$ cat src/rtl/add3bit_restore_if.sv
// Handshake bundle for add3bit_restore: upstream diff/b request, downstream result.
// err_cnt exists only when ADD_RESTORE_ERRCNT_EN is defined.
interface add3bit_restore_if #(parameter int WIDTH = 3);
  logic             in_valid;
  logic             in_ready;
  logic [WIDTH:0]   diff;
  logic [WIDTH-1:0] b;
  logic             out_valid;
  logic             out_ready;
  logic [WIDTH-1:0] a_out;
  logic             carry_out;
  logic             err;
`ifdef ADD_RESTORE_ERRCNT_EN
  logic [7:0]       err_cnt;

  modport master (output in_valid, diff, b, out_ready,
                  input  in_ready, out_valid, a_out, carry_out, err, err_cnt);
  modport slave  (input  in_valid, diff, b, out_ready,
                  output in_ready, out_valid, a_out, carry_out, err, err_cnt);
`else
  modport master (output in_valid, diff, b, out_ready,
                  input  in_ready, out_valid, a_out, carry_out, err);
  modport slave  (input  in_valid, diff, b, out_ready,
                  output in_ready, out_valid, a_out, carry_out, err);
`endif
endinterface

$ cat src/rtl/add3bit_restore.sv
// Bit-serial restore unit: rebuilds A = S + B from a subtract result {Cout, S} and B.
// Optional saturating error counter enabled by ADD_RESTORE_ERRCNT_EN.
module add3bit_restore #(
  parameter int WIDTH = 3
) (
  input  logic                   clk,
  input  logic                   rst_n,
  add3bit_restore_if.slave       bus
);

  localparam int IW = (WIDTH > 1) ? $clog2(WIDTH) : 1;

  typedef enum logic [1:0] {IDLE, ADD, DONE} state_t;

  state_t           state;
  logic [WIDTH-1:0] s_reg;
  logic [WIDTH-1:0] b_reg;
  logic             flag;
  logic             c;
  logic [IW-1:0]    idx;
  logic [WIDTH-1:0] a_q;
  logic             carry_q;
  logic             err_q;
  logic             in_ready_q;
  logic             out_valid_q;
  logic             sum_bit;
  logic             carry_next;
  logic             err_next;

  assign sum_bit    = s_reg[idx] ^ b_reg[idx] ^ c;
  assign carry_next = (s_reg[idx] & b_reg[idx]) | (s_reg[idx] & c) | (b_reg[idx] & c);
  // A consistent subtract result has Cout equal to the inverse of the restore carry.
  assign err_next   = (carry_next == flag);

  assign bus.in_ready  = in_ready_q;
  assign bus.out_valid = out_valid_q;
  assign bus.a_out     = a_q;
  assign bus.carry_out = carry_q;
  assign bus.err       = err_q;

  always_ff @(posedge clk or negedge rst_n) begin
    if (!rst_n) begin
      state       <= IDLE;
      s_reg       <= '0;
      b_reg       <= '0;
      flag        <= 1'b0;
      c           <= 1'b0;
      idx         <= '0;
      a_q         <= '0;
      carry_q     <= 1'b0;
      err_q       <= 1'b0;
      in_ready_q  <= 1'b1;
      out_valid_q <= 1'b0;
    end else begin
      unique case (state)
        IDLE: begin
          if (bus.in_valid && in_ready_q) begin
            s_reg      <= bus.diff[WIDTH-1:0];
            flag       <= bus.diff[WIDTH];
            b_reg      <= bus.b;
            c          <= 1'b0;
            idx        <= '0;
            in_ready_q <= 1'b0;
            state      <= ADD;
          end
        end
        ADD: begin
          a_q[idx] <= sum_bit;
          c        <= carry_next;
          idx      <= idx + 1'b1;
          if (idx == IW'(WIDTH - 1)) begin
            carry_q     <= carry_next;
            err_q       <= err_next;
            out_valid_q <= 1'b1;
            state       <= DONE;
          end
        end
        DONE: begin
          // in_ready returns on the same edge out_valid drops, never overlapping.
          if (bus.out_ready) begin
            out_valid_q <= 1'b0;
            in_ready_q  <= 1'b1;
            state       <= IDLE;
          end
        end
        default: begin
          state       <= IDLE;
          in_ready_q  <= 1'b1;
          out_valid_q <= 1'b0;
        end
      endcase
    end
  end

`ifdef ADD_RESTORE_ERRCNT_EN
  logic [7:0] err_cnt_q;

  assign bus.err_cnt = err_cnt_q;

  always_ff @(posedge clk or negedge rst_n) begin
    if (!rst_n) begin
      err_cnt_q <= 8'd0;
    end else if (state == ADD && idx == IW'(WIDTH - 1) && err_next && err_cnt_q != 8'hFF) begin
      err_cnt_q <= err_cnt_q + 8'd1;
    end
  end
`endif

endmodule

$ cat src/flat_wrapper.sv
// flat-port wrapper written by rule: the top's interface ports become plain ports
module add3bit_restore_flat 
#(
  parameter int WIDTH = 3
)
  (clk, rst_n, bus_in_valid, bus_diff, bus_b, bus_out_ready, bus_in_ready, bus_out_valid, bus_a_out, bus_carry_out, bus_err);
  add3bit_restore_if #(.WIDTH(WIDTH)) bus_i ();
  input  logic clk;
  input  logic rst_n;
  input wire logic [$bits(bus_i.in_valid)-1:0] bus_in_valid;
  input wire logic [$bits(bus_i.diff)-1:0] bus_diff;
  input wire logic [$bits(bus_i.b)-1:0] bus_b;
  input wire logic [$bits(bus_i.out_ready)-1:0] bus_out_ready;
  output wire logic [$bits(bus_i.in_ready)-1:0] bus_in_ready;
  output wire logic [$bits(bus_i.out_valid)-1:0] bus_out_valid;
  output wire logic [$bits(bus_i.a_out)-1:0] bus_a_out;
  output wire logic [$bits(bus_i.carry_out)-1:0] bus_carry_out;
  output wire logic [$bits(bus_i.err)-1:0] bus_err;
  assign bus_i.in_valid = bus_in_valid;
  assign bus_i.diff = bus_diff;
  assign bus_i.b = bus_b;
  assign bus_i.out_ready = bus_out_ready;
  assign bus_in_ready = bus_i.in_ready;
  assign bus_out_valid = bus_i.out_valid;
  assign bus_a_out = bus_i.a_out;
  assign bus_carry_out = bus_i.carry_out;
  assign bus_err = bus_i.err;
  add3bit_restore #(.WIDTH(WIDTH)) u_core (.clk(clk), .rst_n(rst_n), .bus(bus_i));
endmodule
$ cat config.mk
export PLATFORM = sky130hd
export DESIGN_NAME = add3bit_restore_flat
export DESIGN_NICKNAME = d
export VERILOG_FILES = /design/src/rtl/add3bit_restore_if.sv /design/src/rtl/add3bit_restore.sv /design/src/flat_wrapper.sv
export SDC_FILE = /design/constraint.sdc
export NUM_CORES = 1
export LEC_CHECK = 0
export CORE_MARGIN = 3
export CORE_UTILIZATION = 47
export DETAILED_ROUTE_END_ITERATION = 10
export GPL_TIMING_DRIVEN = 0
export HOLD_SLACK_MARGIN = 0.02
export PLACE_DENSITY = 0.74
export SLEW_MARGIN = 20
export SYNTH_ARGS = -nofsm -noshare
export SYNTH_HDL_FRONTEND = slang
export SYNTH_SLANG_ARGS = --single-unit
$ cat constraint.sdc
create_clock -name clk -period 2.3 [get_ports clk]
set_input_delay 0.345 -clock clk [delete_from_list [all_inputs] [get_ports clk]]
set_output_delay 0.345 -clock clk [all_outputs]
set_load 0.005 [all_outputs]
==> impl_table.tex, run 1 <==
\begin{tabular}{lr}
\hline
Metric & Value \\
\hline
\multicolumn{2}{l}{\textbf{Status}} \\
\quad Outcome & completed \\
\multicolumn{2}{l}{\textbf{Cells and area}} \\
\quad Area growth syn-to-layout & 25.35\% \\
\quad Fillers & 159 \\
\quad Commonest non-fill, non-tap cell in the layout & dfrtp\_1 \\
\quad Finished Layout Cells & 121 \\
\quad Share of the core filled with cells in the final layout & 63.83\% \\
\quad Post-route design area & 0.001126 mm2 \\
\quad Antenna diodes & 0 \\
\quad Share of layout cells above drive strength 1 & 20.83\% \\
\quad Most frequent cells in the layout & 18 x dfrtp\_1, 17 x clkdlybuf4s50\_1, 12 x mux2\_2 \\
\quad Total area of multi-input combinational cells & 387.9 um2 \\
\quad Sequential cell area & 476.7 um2 \\
\quad Nets@finish & 112 \\
\multicolumn{2}{l}{\textbf{CTS}} \\
\quad Buffer levels on the longest clock path & 2 \\
\quad Hold buffers post-CTS & 0 \\
\quad Cells resized by post-CTS repair & 0 \\
\quad Root buffer selected by CTS & clkbuf\_4 \\
\quad Number of buffers inserted to repair setup after CTS & 0 \\
\quad Inserted Clock Buffers & 3 \\
\quad Sinks on Clock Net & 19 \\
\quad Clk pin slew, worst setup/hold paths & around 100 ps \\
\quad CTS tree & built \\
\quad Worst skew pair latency & approximately 300 ps \\
\quad Total number of H-tree levels & 1 \\
\multicolumn{2}{l}{\textbf{Timing}} \\
\quad Hold Fails Final Rpt & 0 \\
\quad Actual transition at the worst max-transition pin & 849.4 ps \\
\quad Time the worst path needs with I/O delays and setup & around 1800 ps \\
\quad Unrepaired setup endpoints after global routing & no \\
\quad Max Clock Skew & 5.692 ps \\
\quad Sum of negative setup slack & 0 ps \\
\quad Achievable Freq & 0.5523 GHz \\
\quad Final period utilization & between 70\% and 80\% \\
\quad Relative max-transition margin & 43.20\% \\
\quad Final-report setup violation count & 0 \\
\quad Worst setup slack after layout & 489.3 ps \\
\quad Hold Worst Slack & 497.2 ps \\
\quad Max-slew violation total from the final report & 0 \\
\multicolumn{2}{l}{\textbf{Power and ir drop}} \\
\quad PD cells & about 1100 mW/mm2 \\
\quad Static power due to leakage & 0.5002 nW \\
\quad Worst vdd rail ir drop & approximately 0.69 mV \\
\quad Overall power after layout & around 1.3 mW \\
\multicolumn{2}{l}{\textbf{Setup path}} \\
\quad Number of buffer and inverter stages on the critical path & 0 \\
\quad Critical path required time & between 2000 and 2500 ps \\
\quad Critical-path cell list & mux2i\_1 > o21ai\_0 > fa\_1 > mux2\_2 \\
\quad Sort of element at the end of the critical path & flip-flop \\
\quad Critical path class & flip-flop to flip-flop \\
\quad Delay-heaviest family, CP & adder cells \\
\quad Arrival time reported for the critical path endpoint & between 1500 and 2000 ps \\
\quad Startpoint kind of the worst setup timing path & flip-flop \\
\quad Master of the slowest instance on the critical path & fa\_1 \\
\quad Delay of the slowest cell on the worst path & 510 ps \\
\quad Critical Path Fanout Max & 5 \\
\multicolumn{2}{l}{\textbf{Die}} \\
\quad Area of the core & 0.001764 mm2 \\
\quad I/O pin cnt & 18 \\
\quad Y dimension of the die & 49.72 um \\
\quad DIE WIDTH & 49.72 um \\
\quad Initial standard-cell utilization of the core & between 50 and 60\% \\
\quad Number of cell rows & 15 \\
\quad Area of the die & around 0.0025 mm2 \\
\multicolumn{2}{l}{\textbf{Drt}} \\
\quad Final routed wire length divided by cell count & between 10 and 15 um \\
\quad Final routed DRC violation total & 0 \\
\quad Drt initial violations & 6 \\
\quad Detail Route Antenna Nets & 0 \\
\quad Number of search-and-repair iterations in the first detailed-routing pass & 4 \\
\quad Wirelength, routed & 1561 um \\
\quad Vias per cell & 5.174 \\
\quad Overall via count from detail\_route & between 600 and 700 \\
\multicolumn{2}{l}{\textbf{Synthesis}} \\
\quad Top cells by area, synth & dfrtp\_1 50\%, mux2\_2 15\%, nand2\_1 4.6\% \\
\quad Cell area after synthesis & 898.4 um2 \\
\quad Cell type with the largest total area after synthesis & dfrtp\_1 \\
\quad Mean instance size in the synthesized netlist & between 10 and 15 um2 \\
\quad Warnings, synthesis & 0 \\
\quad Share of the synthesized area in the top cell type & approximately half \\
\quad FF+latch count, synth & 19 \\
\quad Count of different cell masters after synthesis & 19 \\
\quad Number of cells produced by synthesis & 75 \\
\quad Portion of the post-synthesis area used by sequential elements & 53.06\% \\
\quad Syn Nets & 90 \\
\multicolumn{2}{l}{\textbf{Placement}} \\
\quad Placed standard-cell area & 0.001100 mm2 \\
\quad Post-detailed-placement half-perimeter wirelength & roughly 1200 um \\
\quad Final Wtd Congestion & 0.6694 \\
\quad Cell Count Post-Placement & 117 \\
\quad Worst slack at placement & a little under 500 ps \\
\quad Number of port buffers & 17 \\
\multicolumn{2}{l}{\textbf{Global route}} \\
\quad Via count of the first global-routing pass & between 600 and 700 \\
\quad Maximum number of pins on one net before global-route repair & 20 \\
\quad Final global-route overflow total & 0 \\
\quad Total routing usage reported by global routing & 14.79\% \\
\quad Antenna violations before repair & 0 \\
\quad Global-route wire length before repair & between 2000 and 3000 um \\
\multicolumn{2}{l}{\textbf{Run}} \\
\quad Number of maximum-capacitance constraint violations & 0 \\
\multicolumn{2}{l}{\textbf{Min path}} \\
\quad Path class of the lowest-slack min-delay path & flip-flop to flip-flop \\
\hline
\end{tabular}
## layer usage
| metal | wire (um) | share of wire (%) | vias to the layer above | track usage [%] |
|---|---|---|---|---|
| li1 | - | - | 296 | - |
| met1 | 689 | 44 | 311 | 18.59 |
| met2 | 772 | 49 | 15 | 23.79 |
| met3 | 75 | 4.8 | 4 | 3.625 |
| met4 | 24 | 1.5 | 0 | 6.912 |
| met5 | 0 | 0 | - | 0 |
## cell families (layout without fill, tap and decap cells)
family                   count (synthesis)  after routing  synth area share (%)
AND/OR/NAND/NOR                         20             20                 11.84
multiplexers                            14             14                 17.27
AO/OA/AOI/OAI                           12             12                 6.684
buffers and inverters                    5             26                 3.760
adder cells (fa/ha/maj)                  4              4                 6.407
XOR/XNOR                                 1              1                0.9751
flip-flops                              19             19                 53.06
## area by class of cell
cell class / count / share of cell area (%)
repair buffers: 17 / 15.11
multi-input cells: 51 / 34.44
plain buffers: 2 / 2.000
clock buffers: 4 / 2.333
well taps: 25 / 2.778
inverters: 3 / 1.000
flip-flops and latches: 19 / 42.33
## worst min-delay path: cells and delay by family, from the launching register on
kind / cells / cell delay (ps)
AO/OA/AOI/OAI: 1 / 60
AND/OR/NAND/NOR: 1 / 50
flip-flops: 1 / 360
## synth_stat cells
library cell and instances:
fa_1 1, nor3_1 1, mux2i_1 2, dfstp_2 1, mux2_2 12, ha_1 3, nand3b_1 1, nor2b_4 1
inv_1 3, nor3_4 1, nor2_1 3, a21oi_1 5, nand2b_1 1, dfrtp_1 18, nand3_1 1, xor2_1 1
o21ai_0 7, buf_6 2, nand2_1 11
## where the power goes
| part | switching (mW) | internal [mW] | total, mW |
|---|---|---|---|
| clock network | 0.0986 | 0.0675 | 0.166 |
| logic | 0.241 | 0.306 | 0.547 |
| registers | 0.0919 | 0.470 | 0.562 |
| total | 0.432 | 0.843 | 1.27 |
## worst paths after layout
check | slack (ps) | depth (start not counted) | start | to
min reg2reg | 500 | 2 | u_core.bus.err$_DFFE_PN0P_ | u_core.bus.err$_DFFE_PN0P_
min | 500 | 2 | u_core.bus.err$_DFFE_PN0P_ | u_core.bus.err$_DFFE_PN0P_
max in group asynchronous | 1250 | 1 | rst_n | u_core.bus.a_out[0]$_DFFE_PN0P_
max reg2reg | 490 | 4 | u_core.idx[1]$_DFFE_PN0P_ | u_core.bus.a_out[2]$_DFFE_PN0P_
min in group asynchronous | 520 | 1 | rst_n | u_core.idx[1]$_DFFE_PN0P_
max | 490 | 4 | u_core.idx[1]$_DFFE_PN0P_ | u_core.bus.a_out[2]$_DFFE_PN0P_
Note: power is estimated with default switching activity, not from simulation.
==> inputs of run 2 (changes only) <==
==> constraint.sdc (replaced) <==
create_clock -name clk -period 1.8 [get_ports clk]
set_input_delay 0.27 -clock clk [delete_from_list [all_inputs] [get_ports clk]]
set_output_delay 0.27 -clock clk [all_outputs]
set_load 0.005 [all_outputs]
==> run 2 against run 1 <==
Fmax rose by 5.8%. Sequential share of layout area down 0.49 points. Clock-buffer cell count stayed put. Via count down 1.4%.
==> impl_table.tex, run 2 (synthesized netlist as in run 1, its figures left out) <==
\begin{tabular}{lr}
\hline
Metric & Value \\
\hline
\multicolumn{2}{l}{\textbf{Status}} \\
\quad Outcome & completed \\
\multicolumn{2}{l}{\textbf{Global route}} \\
\quad Final global-route overflow total & 0 \\
\quad Total routing usage reported by global routing & around 15\% \\
\quad Maximum number of pins on one net before global-route repair & 20 \\
\quad Antenna violations before repair & 0 \\
\quad Global-route wire length before repair & 2794 um \\
\quad Via count of the first global-routing pass & 670 \\
\multicolumn{2}{l}{\textbf{Setup path}} \\
\quad Sort of element at the end of the critical path & flip-flop \\
\quad Arrival time reported for the critical path endpoint & 1900 ps \\
\quad Startpoint kind of the worst setup timing path & flip-flop \\
\quad Critical Path Fanout Max & 5 \\
\quad Critical path class & flip-flop to flip-flop \\
\quad Critical path required time & 1990 ps \\
\multicolumn{2}{l}{\textbf{Drt}} \\
\quad Top layer in use & met4 \\
\quad Routed length on met2 & between 700 and 800 um \\
\quad Final routed wire length divided by cell count & 13.02 um \\
\quad Number of search-and-repair iterations in the first detailed-routing pass & 4 \\
\quad Wirelength, routed & 1589 um \\
\quad Metal1 wirelength & 694 um \\
\quad Overall via count from detail\_route & 617 \\
\quad Drt initial violations & 3 \\
\quad Final routed DRC violation total & 0 \\
\quad Vias per cell & 5.057 \\
\quad Detail Route Antenna Nets & 0 \\
\quad Wire length on met3 & 75 um \\
\multicolumn{2}{l}{\textbf{Cells and area}} \\
\quad Nets@finish & 113 \\
\quad Area growth syn-to-layout & 27.16\% \\
\quad Antenna diodes & 0 \\
\quad Most frequent cells in the layout & 17 x clkdlybuf4s50\_1, 17 x dfrtp\_1, 12 x mux2\_2 \\
\quad Share of layout cells above drive strength 1 & 25.77\% \\
\multicolumn{2}{l}{\textbf{Power and ir drop}} \\
\quad Reg power frac & 42.8\% \\
\quad Combinational group share of total power & 44.5\% \\
\quad Clock Power Share & 12.7\% \\
\quad Power dissipated by switching net loads & 0.5764 mW \\
\quad Internal Dissipation & 1.103 mW \\
\quad PD cells & roughly 1500 mW/mm2 \\
\quad Static power due to leakage & 0.5038 nW \\
\quad Switching share of power & 34.32\% \\
\quad Worst vdd rail ir drop & around 0.88 mV \\
\multicolumn{2}{l}{\textbf{Min path}} \\
\quad Path class of the lowest-slack min-delay path & input pin to async pin \\
\multicolumn{2}{l}{\textbf{CTS}} \\
\quad Total number of H-tree levels & 1 \\
\quad Root buffer selected by CTS & clkbuf\_4 \\
\quad Buffer levels on the longest clock path & 2 \\
\quad Inserted Clock Buffers & 3 \\
\quad Clk pin slew, worst setup/hold paths & 100 ps \\
\quad Sinks on Clock Net & 19 \\
\quad CTS tree & built \\
\quad Worst skew pair latency & 300 ps \\
\multicolumn{2}{l}{\textbf{Timing}} \\
\quad Unrepaired setup endpoints after global routing & no \\
\quad Worst setup slack after layout & approximately 90 ps \\
\quad Hold Worst Slack & 452.5 ps \\
\quad Actual transition at the worst max-transition pin & 855.2 ps \\
\quad Hold Fails Final Rpt & 0 \\
\quad Max-slew violation total from the final report & 0 \\
\quad Sum of negative setup slack & 0 ps \\
\quad Max Clock Skew & 3.630 ps \\
\quad Final-report setup violation count & 0 \\
\quad Achievable Freq & around 0.58 GHz \\
\quad Final period utilization & 95.04\% \\
\quad Time the worst path needs with I/O delays and setup & between 1500 and 2000 ps \\
\quad Relative max-transition margin & between 40\% and 50\% \\
\multicolumn{2}{l}{\textbf{Placement}} \\
\quad Final Wtd Congestion & approximately 0.67 \\
\quad Post-detailed-placement half-perimeter wirelength & between 1000 and 1500 um \\
\quad Worst slack at placement & -13.59 ps \\
\quad Number of port buffers & 17 \\
\multicolumn{2}{l}{\textbf{Die}} \\
\quad I/O pin cnt & 18 \\
\quad Initial standard-cell utilization of the core & 50.92\% \\
\quad DIE WIDTH & 49.72 um \\
\quad Area of the die & 0.002472 mm2 \\
\quad Area of the core & 0.001764 mm2 \\
\quad Y dimension of the die & 49.72 um \\
\quad Number of cell rows & 15 \\
\multicolumn{2}{l}{\textbf{Run}} \\
\quad Number of maximum-capacitance constraint violations & 0 \\
\hline
\end{tabular}
[run 2: changes by cell type in the layout (fill, tap and decap cells not counted), sizes merged]
| cell | change |
|---|---|
| buf | +1 |
[run 2: worst max-delay path: stages, from the launching register on]
cell and delay (ps):
dfrtp_2 450, mux2i_1 240, a21oi_2 100, fa_1 520
mux2_2 290
[run 2: metal layers]
| metal | vias to the layer above | global-route usage, % |
|---|---|---|
| met4 | 0 | 6.912 |
| met5 | - | 0 |
| met1 | 302 | 18.59 |
| met2 | 15 | 24.23 |
| met3 | 4 | 3.625 |
| li1 | 296 | - |
[run 2: power by group through the flow]
stage          sequential [mW]  clock [mW]  combinational, mW
2_1_floorplan            0.702           0              0.453
3_3_place_gp             0.713           0              0.674
3_5_place_dp             0.727           0              0.710
4_1_cts                  0.719       0.224              0.729
5_1_grt                  0.741       0.251              0.826
6_report                 0.719       0.213              0.748
[run 2: final cells by class]
cell class                 count  area, um2
timing repair buffer          18      177.7
tap                           25      31.28
sequential                    19      478.0
inverter                       3      11.26
buffer                         2      22.52
multi-input combinational     51      395.4
clock buffer                   4      26.28
fill                         155      621.8
[run 2: repair_timing]
| action | in CTS | in global routing |
|---|---|---|
| endpoints found under the setup margin | 3 | 5 |
| hold buffers | 0 | 0 |
| setup buffers | 0 | 1 |
| gates resized for setup | 2 | 3 |
[run 2: final timing paths]
path	slack (ps)	to	from	depth (start not counted)
worst max-delay path	90	u_core.bus.a_out[2]$_DFFE_PN0P_	u_core.idx[1]$_DFFE_PN0P_	4
worst min-delay path	450	u_core.idx[1]$_DFFE_PN0P_	rst_n	1
worst max register to register	90	u_core.bus.a_out[2]$_DFFE_PN0P_	u_core.idx[1]$_DFFE_PN0P_	4
worst min register to register	500	u_core.bus.err$_DFFE_PN0P_	u_core.bus.err$_DFFE_PN0P_	2
max in group asynchronous	770	u_core.idx[1]$_DFFE_PN0P_	rst_n	1
min in group clk	500	u_core.bus.err$_DFFE_PN0P_	u_core.bus.err$_DFFE_PN0P_	2
[run 2: stage by stage]
step	utilization [%]	power (mW)	area, um2	cells
6_report	64.75	1.680	1142	122
5_1_grt	64.75	1.818	1142	122
4_1_cts	64.04	1.672	1130	121
3_5_place_dp	62.34	1.438	1100	117
3_3_place_gp	62.34	1.386	1100	117
2_1_floorplan	-	1.155	898.4	75
==> inputs of run 3 (changes only) <==
--- a/config.mk
+++ b/config.mk
@@ -6,11 +6,10 @@
 export NUM_CORES = 1
 export LEC_CHECK = 0
 export CORE_MARGIN = 3
-export CORE_UTILIZATION = 47
+export CORE_UTILIZATION = 40
 export DETAILED_ROUTE_END_ITERATION = 10
 export GPL_TIMING_DRIVEN = 0
 export HOLD_SLACK_MARGIN = 0.02
-export PLACE_DENSITY = 0.74
 export SLEW_MARGIN = 20
 export SYNTH_ARGS = -nofsm -noshare
 export SYNTH_HDL_FRONTEND = slang
==> run 3 against run 2 <==
Via count fell by 4.4%. Cell count grew 0.82%. Clock-buffer cell count is 1 lower. Setup slack better by 11 ps. Sequential power is 1% lower. Non-clock buffer count fell by 1. Sequential share of layout area grew 0.14 points. Clock skew increased by 4.3 ps. Clock power barely moved. Die area up 15%. Critical path type unchanged. Largest cell class unchanged. Largest power group is now sequential cells.
==> impl_table.tex, run 3 (synthesized netlist as in run 1, its figures left out) <==
\begin{tabular}{lr}
\hline
Metric & Value \\
\hline
\multicolumn{2}{l}{\textbf{Status}} \\
\quad Outcome & completed \\
\multicolumn{2}{l}{\textbf{Drt}} \\
\quad Final routed wire length divided by cell count & 11.83 um \\
\quad Vias per cell & between 4 and 5 \\
\quad Detail Route Antenna Nets & 0 \\
\quad Wirelength, routed & 1455 um \\
\quad Final routed DRC violation total & 0 \\
\quad Overall via count from detail\_route & 590 \\
\quad Drt initial violations & 2 \\
\quad Number of search-and-repair iterations in the first detailed-routing pass & 3 \\
\multicolumn{2}{l}{\textbf{Cells and area}} \\
\quad Share of layout cells above drive strength 1 & 25.00\% \\
\quad Antenna diodes & 0 \\
\quad Total area of multi-input combinational cells & 395.4 um2 \\
\quad Sequential cell area & 478.0 um2 \\
\quad Area growth syn-to-layout & 26.74\% \\
\quad Finished Layout Cells & about 120 \\
\quad Fillers & 204 \\
\quad Most frequent cells in the layout & 17 x clkdlybuf4s50\_1, 17 x dfrtp\_1, 12 x mux2\_2 \\
\quad Nets@finish & between 100 and 150 \\
\quad Share of the core filled with cells in the final layout & 55.76\% \\
\multicolumn{2}{l}{\textbf{Global route}} \\
\quad Total routing usage reported by global routing & 12.57\% \\
\quad Maximum number of pins on one net before global-route repair & 20 \\
\quad Via count of the first global-routing pass & between 500 and 600 \\
\quad Final global-route overflow total & 0 \\
\quad Global-route wire length before repair & 2484 um \\
\quad Antenna violations before repair & 0 \\
\multicolumn{2}{l}{\textbf{Setup path}} \\
\quad Critical Path Fanout Max & 5 \\
\quad Worst setup path startpoint & u\_core.idx[1]\$\_DFFE\_PN0P\_ \\
\quad Delay of the slowest cell on the worst path & 520 ps \\
\quad Logic depth of the worst register-to-register path & 4 \\
\quad Number of buffer and inverter stages on the critical path & 0 \\
\quad Critical path required time & 1990 ps \\
\quad Startpoint kind of the worst setup timing path & flip-flop \\
\quad Reg-to-reg endpoint & u\_core.bus.a\_out[1]\$\_DFFE\_PN0P\_ \\
\quad Critical path class & flip-flop to flip-flop \\
\quad Delay-heaviest family, CP & multiplexers \\
\quad Sort of element at the end of the critical path & flip-flop \\
\quad Launch instance of the worst register-to-register path & u\_core.idx[1]\$\_DFFE\_PN0P\_ \\
\quad Endpoint of the most critical setup path & u\_core.bus.a\_out[1]\$\_DFFE\_PN0P\_ \\
\quad Setup slack on the worst flop-to-flop path & 100 ps \\
\quad Instance count on the critical path & 4 \\
\quad Arrival time reported for the critical path endpoint & 1890 ps \\
\quad Master of the slowest instance on the critical path & fa\_1 \\
\quad Critical-path cell list & mux2i\_1 > a21oi\_2 > fa\_1 > mux2\_2 \\
\multicolumn{2}{l}{\textbf{Placement}} \\
\quad Cell Count Post-Placement & 119 \\
\quad Number of port buffers & 17 \\
\quad Post-detailed-placement half-perimeter wirelength & 1093 um \\
\quad Worst slack at placement & 68.42 ps \\
\quad Final Wtd Congestion & 0.6666 \\
\multicolumn{2}{l}{\textbf{CTS}} \\
\quad Root buffer selected by CTS & clkbuf\_4 \\
\quad CTS tree & built \\
\quad Inserted Clock Buffers & 3 \\
\quad Sinks on Clock Net & 19 \\
\quad Clk pin slew, worst setup/hold paths & 110 ps \\
\quad Total number of H-tree levels & 1 \\
\quad Worst skew pair latency & about 300 ps \\
\quad Buffer levels on the longest clock path & 2 \\
\multicolumn{2}{l}{\textbf{Power and ir drop}} \\
\quad Worst vdd rail ir drop & 0.7866 mV \\
\quad PD cells & around 1400 mW/mm2 \\
\quad Static power due to leakage & 0.5020 nW \\
\multicolumn{2}{l}{\textbf{Timing}} \\
\quad Final-report setup violation count & 0 \\
\quad Achievable Freq & 0.5882 GHz \\
\quad Sum of negative setup slack & 0 ps \\
\quad Final period utilization & a little over nine tenths \\
\quad Relative max-transition margin & between 40\% and 50\% \\
\quad Hold Fails Final Rpt & 0 \\
\quad Actual transition at the worst max-transition pin & 826.9 ps \\
\quad Max Clock Skew & 7.967 ps \\
\quad Hold Worst Slack & about 430 ps \\
\quad Worst setup slack after layout & 99.85 ps \\
\quad Unrepaired setup endpoints after global routing & no \\
\quad Time the worst path needs with I/O delays and setup & roughly 1700 ps \\
\quad Max-slew violation total from the final report & 0 \\
\multicolumn{2}{l}{\textbf{Die}} \\
\quad Initial standard-cell utilization of the core & 44.00\% \\
\quad Area of the die & 0.002850 mm2 \\
\quad Y dimension of the die & between 50 and 60 um \\
\quad Number of cell rows & 16 \\
\quad I/O pin cnt & 18 \\
\quad DIE WIDTH & 53.39 um \\
\quad Area of the core & 0.002042 mm2 \\
\multicolumn{2}{l}{\textbf{Min path}} \\
\quad Path class of the lowest-slack min-delay path & input pin to async pin \\
\multicolumn{2}{l}{\textbf{Run}} \\
\quad Number of maximum-capacitance constraint violations & 0 \\
\hline
\end{tabular}
-- run 3: changes by cell type in the layout (fill, tap and decap cells not counted) --
cell      change
buf_4         -1
clkbuf_1      -1
clkinv_2      +1
inv_1         +1
inv_2         -1
o21ai_0       +1
o21ai_1       -1
-- run 3: worst min-delay path by stage --
stage | startpoint | to | slack [ps] | cells after the start
2_1_floorplan | rst_n | u_core.b_reg[0]$_DFFE_PN0P_ | -30 | 0
3_3_place_gp | u_core.bus.err$_DFFE_PN0P_ | u_core.bus.err$_DFFE_PN0P_ | 470 | 2
3_5_place_dp | u_core.bus.err$_DFFE_PN0P_ | u_core.bus.err$_DFFE_PN0P_ | 470 | 2
4_1_cts | rst_n | u_core.state[0]$_DFFE_PN0P_ | 470 | 1
5_1_grt | rst_n | u_core.state[0]$_DFFE_PN0P_ | 510 | 1
6_report | rst_n | u_core.state[0]$_DFFE_PN0P_ | 430 | 1
-- run 3: worst reg2reg max path, stage by stage, from the launching register on --
cell and delay (ps):
dfrtp_2 430, mux2i_1 250, a21oi_2 100, fa_1 520, mux2_2 290
-- run 3: per-layer routing --
layer | up-vias | track usage [%] | share of wire, %
met2 | 14 | 19.39 | 45
li1 | 294 | - | -
met3 | 5 | 3.380 | 4.5
met1 | 277 | 15.40 | 48
met4 | 0 | 7.660 | 2.7
met5 | - | 0 | 0
-- run 3: final cells by class --
type,instances,area share [%]
Sequential cell,19,41.98
Clock inverter,1,0.4396
Buffer,2,1.978
Inverter,3,0.9890
Timing Repair Buffer,17,14.95
Tap cell,27,2.967
Multi-Input combinational cell,51,34.73
Clock buffer,3,1.978
-- run 3: stage by stage --
| step | power [mW] | instance area [um2] |
|---|---|---|
| final | 1.627 | 1139 |
| after global routing | 1.773 | 1139 |
| after CTS | 1.638 | 1130 |
| after detailed placement | 1.415 | 1102 |
| after global placement | 1.398 | 1102 |
| after floorplan | 1.155 | 898.4 |
-- run 3: where the power goes --
group          total, mW  internal (mW)  switching (mW)
logic              0.699          0.397           0.302
clock network      0.215         0.0829           0.133
registers          0.712          0.602           0.110
-- run 3: timing repair --
action / CTS / global route
setup endpoints to repair: 0 / 3
buffers inserted: 0 / 0
gates resized for setup: 0 / 3
hold buffers: 0 / 0
